[src/rtl/seg_scan_ctrl.sv]
// seg_scan_ctrl: time-multiplexed scan controller for an NDIG-digit
// common-anode 7-segment display with one shared BCD decoder.
// Each slot is TICK_DIV cycles: BLANK_CYC dead-time cycles with all anodes
// off, then the digit's anode is driven low. A pending buffer takes new
// values at any time and they are copied into the shown value only at
// frame boundaries (or at once while idle).
// Optional feature: define SEG_SCAN_LZB_EN for leading-zero blanking.
module seg_scan_ctrl #(
   parameter int NDIG      = 4,
   parameter int TICK_DIV  = 50000,
   parameter int BLANK_CYC = 16
) (
   input  logic              clk,
   input  logic              rst,
   input  logic              enable,
   input  logic              load_valid,
   output logic              load_ready,
   input  logic [4*NDIG-1:0] load_data,
   output logic [3:0]        digit_bcd,
   output logic [NDIG-1:0]   an_n,
   output logic              frame_done
);

   localparam int DW = (TICK_DIV > 1) ? $clog2(TICK_DIV) : 1;
   localparam int IW = (NDIG > 1) ? $clog2(NDIG) : 1;

   localparam logic [DW-1:0]   DIV_LAST  = DW'(TICK_DIV - 1);
   localparam logic [DW-1:0]   BLANK_END = DW'(BLANK_CYC);
   localparam logic [IW-1:0]   IDX_LAST  = IW'(NDIG - 1);
   localparam logic [NDIG-1:0] ONE       = NDIG'(1);

   localparam logic [1:0] S_IDLE  = 2'd0;
   localparam logic [1:0] S_BLANK = 2'd1;
   localparam logic [1:0] S_SHOW  = 2'd2;

   // With no dead time a slot starts directly in SHOW.
   localparam logic [1:0] SLOT_ENTRY = (BLANK_CYC == 0) ? S_SHOW : S_BLANK;

   logic [1:0]            state, nxt_state;
   logic [DW-1:0]         div, nxt_div;
   logic [IW-1:0]         idx, nxt_idx;
   logic [NDIG-1:0][3:0]  disp, pend, nxt_disp;
   logic                  pend_v;
   logic                  frame_end, xfer, accept;
   logic [NDIG-1:0]       blank;
   logic                  lead;

   assign load_ready = !pend_v;
   assign accept     = load_valid && !pend_v;
   assign frame_end  = (state != S_IDLE) && (div == DIV_LAST) && (idx == IDX_LAST);
   // Pending value moves to the display while idle or at a frame boundary.
   assign xfer       = pend_v && ((state == S_IDLE) || frame_end);
   assign nxt_disp   = xfer ? pend : disp;

   // Next scan position: slot counter, digit index and phase within the slot.
   always_comb begin
      nxt_state = state;
      nxt_div   = div;
      nxt_idx   = idx;
      if (!enable) begin
         nxt_state = S_IDLE;
         nxt_div   = '0;
         nxt_idx   = '0;
      end else if (state == S_IDLE) begin
         nxt_state = SLOT_ENTRY;
         nxt_div   = '0;
         nxt_idx   = '0;
      end else if (div == DIV_LAST) begin
         nxt_state = SLOT_ENTRY;
         nxt_div   = '0;
         nxt_idx   = (idx == IDX_LAST) ? '0 : idx + 1'b1;
      end else begin
         nxt_div = div + 1'b1;
         if (state == S_BLANK && nxt_div == BLANK_END)
            nxt_state = S_SHOW;
      end
   end

`ifdef SEG_SCAN_LZB_EN
   // Mark digits that are zero from the top down to the first nonzero digit;
   // digit 0 always stays visible.
   always_comb begin
      blank = '0;
      lead  = 1'b1;
      for (int i = NDIG - 1; i >= 1; i--) begin
         lead     = lead && (nxt_disp[i] == 4'd0);
         blank[i] = lead;
      end
   end
`else
   // Every digit is shown.
   always_comb begin
      blank = '0;
      lead  = 1'b0;
   end
`endif

   // Scan state, buffers and registered outputs derived from the next state.
   always_ff @(posedge clk or posedge rst) begin
      if (rst) begin
         state      <= S_IDLE;
         div        <= '0;
         idx        <= '0;
         disp       <= '0;
         pend       <= '0;
         pend_v     <= 1'b0;
         an_n       <= '1;
         digit_bcd  <= 4'd0;
         frame_done <= 1'b0;
      end else begin
         state <= nxt_state;
         div   <= nxt_div;
         idx   <= nxt_idx;
         disp  <= nxt_disp;
         if (xfer)
            pend_v <= 1'b0;
         else if (accept) begin
            pend   <= load_data;
            pend_v <= 1'b1;
         end
         an_n       <= (nxt_state == S_SHOW && !blank[nxt_idx]) ? ~(ONE << nxt_idx) : '1;
         digit_bcd  <= (nxt_state == S_IDLE) ? 4'd0 : nxt_disp[nxt_idx];
         frame_done <= (nxt_state != S_IDLE) && (nxt_div == DIV_LAST) && (nxt_idx == IDX_LAST);
      end
   end

endmodule
[config.mk]
export PLATFORM = sky130hd
export DESIGN_NAME = seg_scan_ctrl
export DESIGN_NICKNAME = d
export VERILOG_FILES = /design/src/rtl/seg_scan_ctrl.sv
export SDC_FILE = /design/constraint.sdc
export NUM_CORES = 1
export LEC_CHECK = 0
export ABC_AREA = 1
export CELL_PAD_IN_SITES_DETAIL_PLACEMENT = 0
export CELL_PAD_IN_SITES_GLOBAL_PLACEMENT = 2
export CORE_ASPECT_RATIO = 1.2
export CORE_MARGIN = 5
export CORE_UTILIZATION = 35
export CTS_BUF_LIST = sky130_fd_sc_hd__clkbuf_2
export DETAILED_ROUTE_END_ITERATION = 10
export MAX_ROUTING_LAYER = met4
export PLACE_DENSITY = 0.9
export SLEW_MARGIN = 15
export SYNTH_ARGS = -nofsm -noshare
export SYNTH_HDL_FRONTEND = slang
export SYNTH_SLANG_ARGS = --single-unit
[constraint.sdc]
create_clock -name clk -period 4.15 [get_ports clk]
set_input_delay 1.0375 -clock clk [delete_from_list [all_inputs] [get_ports clk]]
set_output_delay 1.0375 -clock clk [all_outputs]
set_load 0.01 [all_outputs]
==> results by group, run 1 <==
Floorplanning
  – Die ar.: 10,500 um^2
  – Starting Density: 0.354
  – Chip Height: 111 um
  – # rows: 37
  – Top Ports: 30
  – Core Region: 8470 um^2
  – Die Width: 94.5 um

Worst hold path
  – HP Class: flip-flop to flip-flop
  – Worst hold start: disp[11]$_DFF_PP0_
  – Worst Hold End: disp[11]$_DFF_PP0_
  – Hold Crit Depth: 2

Route
  – Post-DRT Antenna Nets: 0
  – Via count: 2,303
  – DR WL/cell: 12.9 um
  – First-pass detailed-route iteration total: 4
  – Vias/cell: 4.56
  – DR iter-0 viols: 68
  – Detailed-route DRC error count: 0
  – Final wirelength: 6.51 mm

STA
  – RSZ-0062 raised after global routing: false
  – # setup viols final: 0
  – Worst Skew: 0.0166 ns
  – Setup TNS: 0 ns
  – Hold Fails Final Rpt: 0
  – Max-slew violations: 0
  – Max frequency: 383 MHz
  – Min Clock Period, post-route: 2.61 ns
  – Fin crit share: 0.629
  – Slew Limit Headroom: 0.508
  – Actual slew at the worst max-slew pin: 0.738 ns

Logic synthesis
  – Ys async rst share: 1.00
  – Syn Area/Cell: 8.66 um^2
  – Syn. warnings: 0
  – Post-synth EDFFs: 0
  – Post-synth top flop: dfrtp_1
  – Synth Net Count: 369
  – Synth Cell Area: 3000 um^2
  – Synthesized flop and latch total: 62
  – Mapped Cells: 346
  – Post-synthesis sequential area ratio: 0.519
  – Yosys cell types: 27

Setup path
  – R2R depth: 13
  – Max FO, Critical Path: 4
  – CP arrival: 1.57 ns
  – WS Path Type: flip-flop to primary output
  – R2R Setup Slk: 1.94 ns
  – Reg2reg end: digit_bcd[0]$_DFF_PP0_
  – Worst-path cell chain: inv_1 > clkdlybuf4s50_1
  – Delay-heaviest family, CP: buffers and inverters
  – Slowest-stage cell, CP: clkdlybuf4s50_1
  – Worst path buffer plus inverter count: 2
  – CP Capture Type: primary output
  – Largest incremental delay on the critical path: 0.57 ns
  – RR Startpoint: div[0]$_DFF_PP0_
  – Worst Path Required: 3.11 ns
  – CP startpoint kind: flip-flop

Cells and area
  – Antenna fix cells: 0
  – Area of the multi-input gates: 1260 um^2
  – Fin util: 0.419
  – Fillers: 875
  – Share of cells above drive strength 1: 0.155
  – Sequential cell area: 1560 um^2
  – Commonest non-fill, non-tap cells in the layout: 112 x nand2_1, 58 x dfrtp_1, 45 x nor2_1, 32 x inv_1, 29 x clkdlybuf4s50_1
  – # nets final: 406
  – Commonest non-fill, non-tap cell in the layout: nand2_1
  – Area Growth Syn to Fin: 18.6%

Clock tree
  – CTS HTree Levels: 3
  – Post-CTS Setup Inserts: 0
  – Clk pin slew, worst setup/hold paths: 0.16 ns
  – Clk buf depth: 2
  – CTS tree: done
  – Clk_lat worst skew: 0.48 ns
  – TritonCTS Buffers: 9
  – CTS sink cnt: 62
  – CTS Hold Bufs: 0
  – Root buf cell: clkbuf_2
  – CTS resizes: 0

GRT
  – Congestion Overflow GR: 0
  – Number of global-route vias before repair: 2,428
  – Antenna violations before repair: 0
  – Global-route wire length before repair: 11.3 mm
  – GRT Resource Usage Total: 0.141
  – Largest net degree at the start of global routing: 35

Status
  – Status: completed

Placed design
  – Input/output buffers: 29
  – GPL Wtd Cong: 0.829
  – DPL Wire Length: 5.05 mm

Power and ir drop
  – Worst vdd ir: 0.000295 V
  – Lkg Pwr: 0.00168 uW
  – Total Power: 1660 uW
  – Power Density: 466 nW/um^2

Job
  – Max-cap check violation count: 0
[cell type report]
| cell class | count | share of cell area |
|---|---|---|
| Clock inverter | 6 | 0.0243 |
| Sequential cell | 62 | 0.438 |
| Multi-Input combinational cell | 243 | 0.355 |
| Inverter | 37 | 0.0405 |
| Tap cell | 117 | 0.0412 |
| Clock buffer | 10 | 0.0141 |
| Timing Repair Buffer | 30 | 0.0873 |
[flip-flops by register name (all words and copies together) (netlist names)]
signal / cells
an_n: 4
digit_bcd: 4
disp: 16
div: 16
frame_done: 1
idx: 2
pend: 16
pend_v: 1
state: 2
[worst max-delay path by stage]
| stage | startpoint | end | slack (ns) | cells after the start |
|---|---|---|---|---|
| after floorplan | rst | digit_bcd[0]$_DFF_PP0_ | 1.58 | 1 |
| final | pend_v$_DFFE_PP0P_ | load_ready | 1.54 | 2 |
| after global placement | enable | digit_bcd[1]$_DFF_PP0_ | 1.41 | 9 |
| after CTS | an_n[2]$_DFF_PP1_ | an_n[2] | 1.48 | 1 |
| after global routing | pend_v$_DFFE_PP0P_ | load_ready | 1.45 | 2 |
| after detailed placement | enable | digit_bcd[1]$_DFF_PP0_ | 1.39 | 9 |
[kinds of logic (layout without fill, tap and decap cells)]
| group | Yosys count | in the layout | share of synthesized area |
|---|---|---|---|
| and+or+nand+nor | 211 | 211 | 0.317 |
| DFF | 62 | 62 | 0.519 |
| buffers and inverters | 41 | 83 | 0.0601 |
| muxes | 16 | 16 | 0.0601 |
| AOI/OAI and AO/OA | 10 | 10 | 0.0221 |
| adders and majority gates | 3 | 3 | 0.0125 |
| xor gates and xnor gates | 3 | 3 | 0.00877 |
[routing by layer]
metal  GRT usage  vias to the layer above  part of all wire
met4      0.0693                        0             0.026
li1            -                     1173                 -
met3      0.0209                       13             0.028
met1       0.166                     1075              0.43
met2       0.233                       42              0.51
met5           -                        -                 0
[through the flow]
step	instances	hold slack, ns	cell area [um^2]	worst slack [ns]
floorplan	346	0.438	3000	1.58
global placement	489	0.457	3420	1.41
detailed placement	489	0.467	3420	1.39
CTS	505	0.504	3550	1.48
global route	505	0.531	3550	1.45
finish	505	0.499	3550	1.54
[synthesized netlist by cell type, types with 2 or more instances]
| library cell | instances | share of area |
|---|---|---|
| buf_2 | 2 | 0.0033 |
| inv_2 | 3 | 0.0038 |
| o21ai_0 | 2 | 0.0033 |
| nand3_1 | 22 | 0.037 |
| nor2_2 | 6 | 0.013 |
| ha_1 | 3 | 0.013 |
| nor2_4 | 2 | 0.0075 |
| nor2_1 | 45 | 0.056 |
| nand2_4 | 2 | 0.0075 |
| inv_1 | 33 | 0.041 |
| dfrtp_1 | 58 | 0.48 |
| xor2_1 | 3 | 0.0088 |
| dfstp_2 | 4 | 0.035 |
| a21oi_1 | 5 | 0.0083 |
| nand2_1 | 112 | 0.14 |
| nand4_1 | 12 | 0.025 |
| mux2_2 | 16 | 0.060 |
| o21bai_1 | 2 | 0.0050 |
| nand3b_1 | 2 | 0.0050 |
| nand3_2 | 4 | 0.013 |
| nand2_2 | 2 | 0.0042 |
[worst min-delay path, stage by stage (launching register included)]
cell     delay (ns)
dfrtp_1        0.36
nand2_1        0.05
nand2_1        0.07
[power breakdown]
| part | total (uW) | switching, uW | internal (uW) |
|---|---|---|---|
| Combinational | 398 | 215 | 183 |
| Clock | 426 | 226 | 201 |
| Sequential | 833 | 62.4 | 770 |
| Total | 1660 | 503 | 1150 |
Note: power is estimated with default switching activity, not from simulation.
==> run 2: changes to the inputs <==
Settings changed: CORE_UTILIZATION 35 to 32, PLACE_DENSITY 0.9 to 0.87.
Clock period 4.15 ns to 2.25 ns, I/O delays scaled along.
==> results by group, run 2 (same netlist as run 1, synthesis figures left out) <==
Clock tree
  – CTS sink cnt: 62
  – CTS Hold Bufs: 0
  – Root buf cell: clkbuf_2
  – TritonCTS Buffers: 9
  – CTS tree: done
  – Clk_lat worst skew: 0.46 ns
  – CTS resizes: 0
  – Clk buf depth: 2
  – Clk pin slew, worst setup/hold paths: 0.18 ns
  – CTS HTree Levels: 3
  – Post-CTS Setup Inserts: 0

Cells and area
  – Commonest non-fill, non-tap cell in the layout: nand2_1
  – Biggest regs: disp: 16 flops, div: 16 flops, pend: 16 flops
  – Share of cells above drive strength 1: 0.165
  – Fillers: 926
  – Final instance area: 3590 um^2
  – Commonest non-fill, non-tap cells in the layout: 112 x nand2_1, 58 x dfrtp_1, 44 x nor2_1, 32 x inv_1, 28 x clkdlybuf4s50_1
  – Antenna fix cells: 0
  – # nets final: 414
  – Area Growth Syn to Fin: 19.8%

STA
  – Fin crit share: 0.935
  – Slew Limit Headroom: 0.778
  – Max-slew violations: 0
  – Min Clock Period, post-route: 2.10 ns
  – Worst Skew: 0.0239 ns
  – Hold WS: 0.450 ns
  – Hold Fails Final Rpt: 0
  – RSZ-0062 raised after global routing: false
  – # setup viols final: 0
  – Actual slew at the worst max-slew pin: 0.333 ns
  – Setup TNS: 0 ns
  – Max frequency: 475 MHz

Floorplanning
  – Core Region: 9080 um^2
  – Chip Height: 116 um
  – Die Width: 98.3 um
  – # rows: 38
  – Top Ports: 30
  – Die ar.: 11,400 um^2
  – Starting Density: 0.330

Setup path
  – Largest incremental delay on the critical path: 0.55 ns
  – CP Capture Type: primary output
  – Max FO, Critical Path: 1
  – Worst Path Required: 1.69 ns
  – CP arrival: 1.54 ns
  – Worst path buffer plus inverter count: 1
  – CP startpoint kind: flip-flop
  – Worst-path cell chain: clkdlybuf4s50_1
  – WS Path Type: flip-flop to primary output
  – Slowest-stage cell, CP: dfstp_2
  – Delay-heaviest family, CP: flip-flops

GRT
  – Global-route wire length before repair: 11.8 mm
  – Largest net degree at the start of global routing: 63
  – GRT Resource Usage Total: 0.134
  – Congestion Overflow GR: 0
  – Number of global-route vias before repair: 2,424
  – Antenna violations before repair: 0

Route
  – DR iter-0 viols: 120
  – First-pass detailed-route iteration total: 4
  – Via count: 2,311
  – Vias/cell: 4.49
  – Detailed-route DRC error count: 0
  – DR WL/cell: 13.1 um
  – Post-DRT Antenna Nets: 0
  – Final wirelength: 6.77 mm

Power and ir drop
  – Worst vdd ir: 0.000542 V
  – Power Density: 817 nW/um^2
  – Total Power: 2930 uW
  – Lkg Pwr: 0.00171 uW

Placed design
  – DPL Wire Length: 5.15 mm
  – Placed inst area: 3480 um^2
  – Input/output buffers: 29
  – GPL Wtd Cong: 0.865

Status
  – Status: completed

Job
  – Max-cap check violation count: 0

Worst hold path
  – HP Class: primary input to async pin
## run 2: cell count changes in the layout (fill, tap and decap cells not counted)
cell             delta
clkdlybuf4s50_1     -1
bufinv_16           -1
clkinv_2            -1
clkbuf_2            -1
buf_4               +8
nor2_1              -1
nor2_4              +1
clkinv_4            -1
dlymetal6s2s_1      +1
clkinv_1            +3
## run 2: path summary, 6_finish.rpt
kind | cells after the start | slack [ns] | endpoint | from
max in group asynchronous | 3 | 1.46 | an_n[1]$_DFF_PP1_ | rst
hold reg to reg | 2 | 0.50 | disp[9]$_DFF_PP0_ | disp[9]$_DFF_PP0_
min in group clk | 2 | 0.50 | disp[9]$_DFF_PP0_ | disp[9]$_DFF_PP0_
setup / recovery | 1 | 0.15 | an_n[2] | an_n[2]$_DFF_PP1_
hold / removal | 3 | 0.45 | div[4]$_DFF_PP0_ | rst
setup reg to reg | 12 | 0.19 | an_n[3]$_DFF_PP1_ | div[1]$_DFF_PP0_
## run 2: power breakdown
part           internal, uW  leakage [uW]  total (uW)  switching, uW
Clock                   238     0.0000603         632            393
Sequential             1420      0.000786        1540            120
Combinational           355      0.000861         758            403
## run 2: area by class of cell
type | instances | area [um^2] | area share
timing repair buffer | 38 | 373 | 0.104
tap | 120 | 150 | 0.0418
clock buffer | 9 | 45.0 | 0.0125
multi-input combinational | 243 | 1270 | 0.353
sequential | 62 | 1560 | 0.434
clock inverter | 6 | 53.8 | 0.0150
inverter | 37 | 144 | 0.0401
## run 2: metrics by stage
step / cells / utilization / setup slack [ns]
after floorplan: 346 / - / 0.153
after global placement: 500 / 0.383 / 0.143
after detailed placement: 500 / 0.383 / 0.135
after CTS: 515 / 0.394 / 0.0663
after global routing: 515 / 0.395 / 0.0129
final: 515 / 0.395 / 0.146
## run 2: layer usage
layer  part of all wire  global-route usage  up-vias
li1                   -                   -     1186
met1               0.44               0.162     1072
met2               0.51               0.226       47
met3              0.033              0.0307        6
met4              0.016              0.0401        0
met5                  0                   -        -
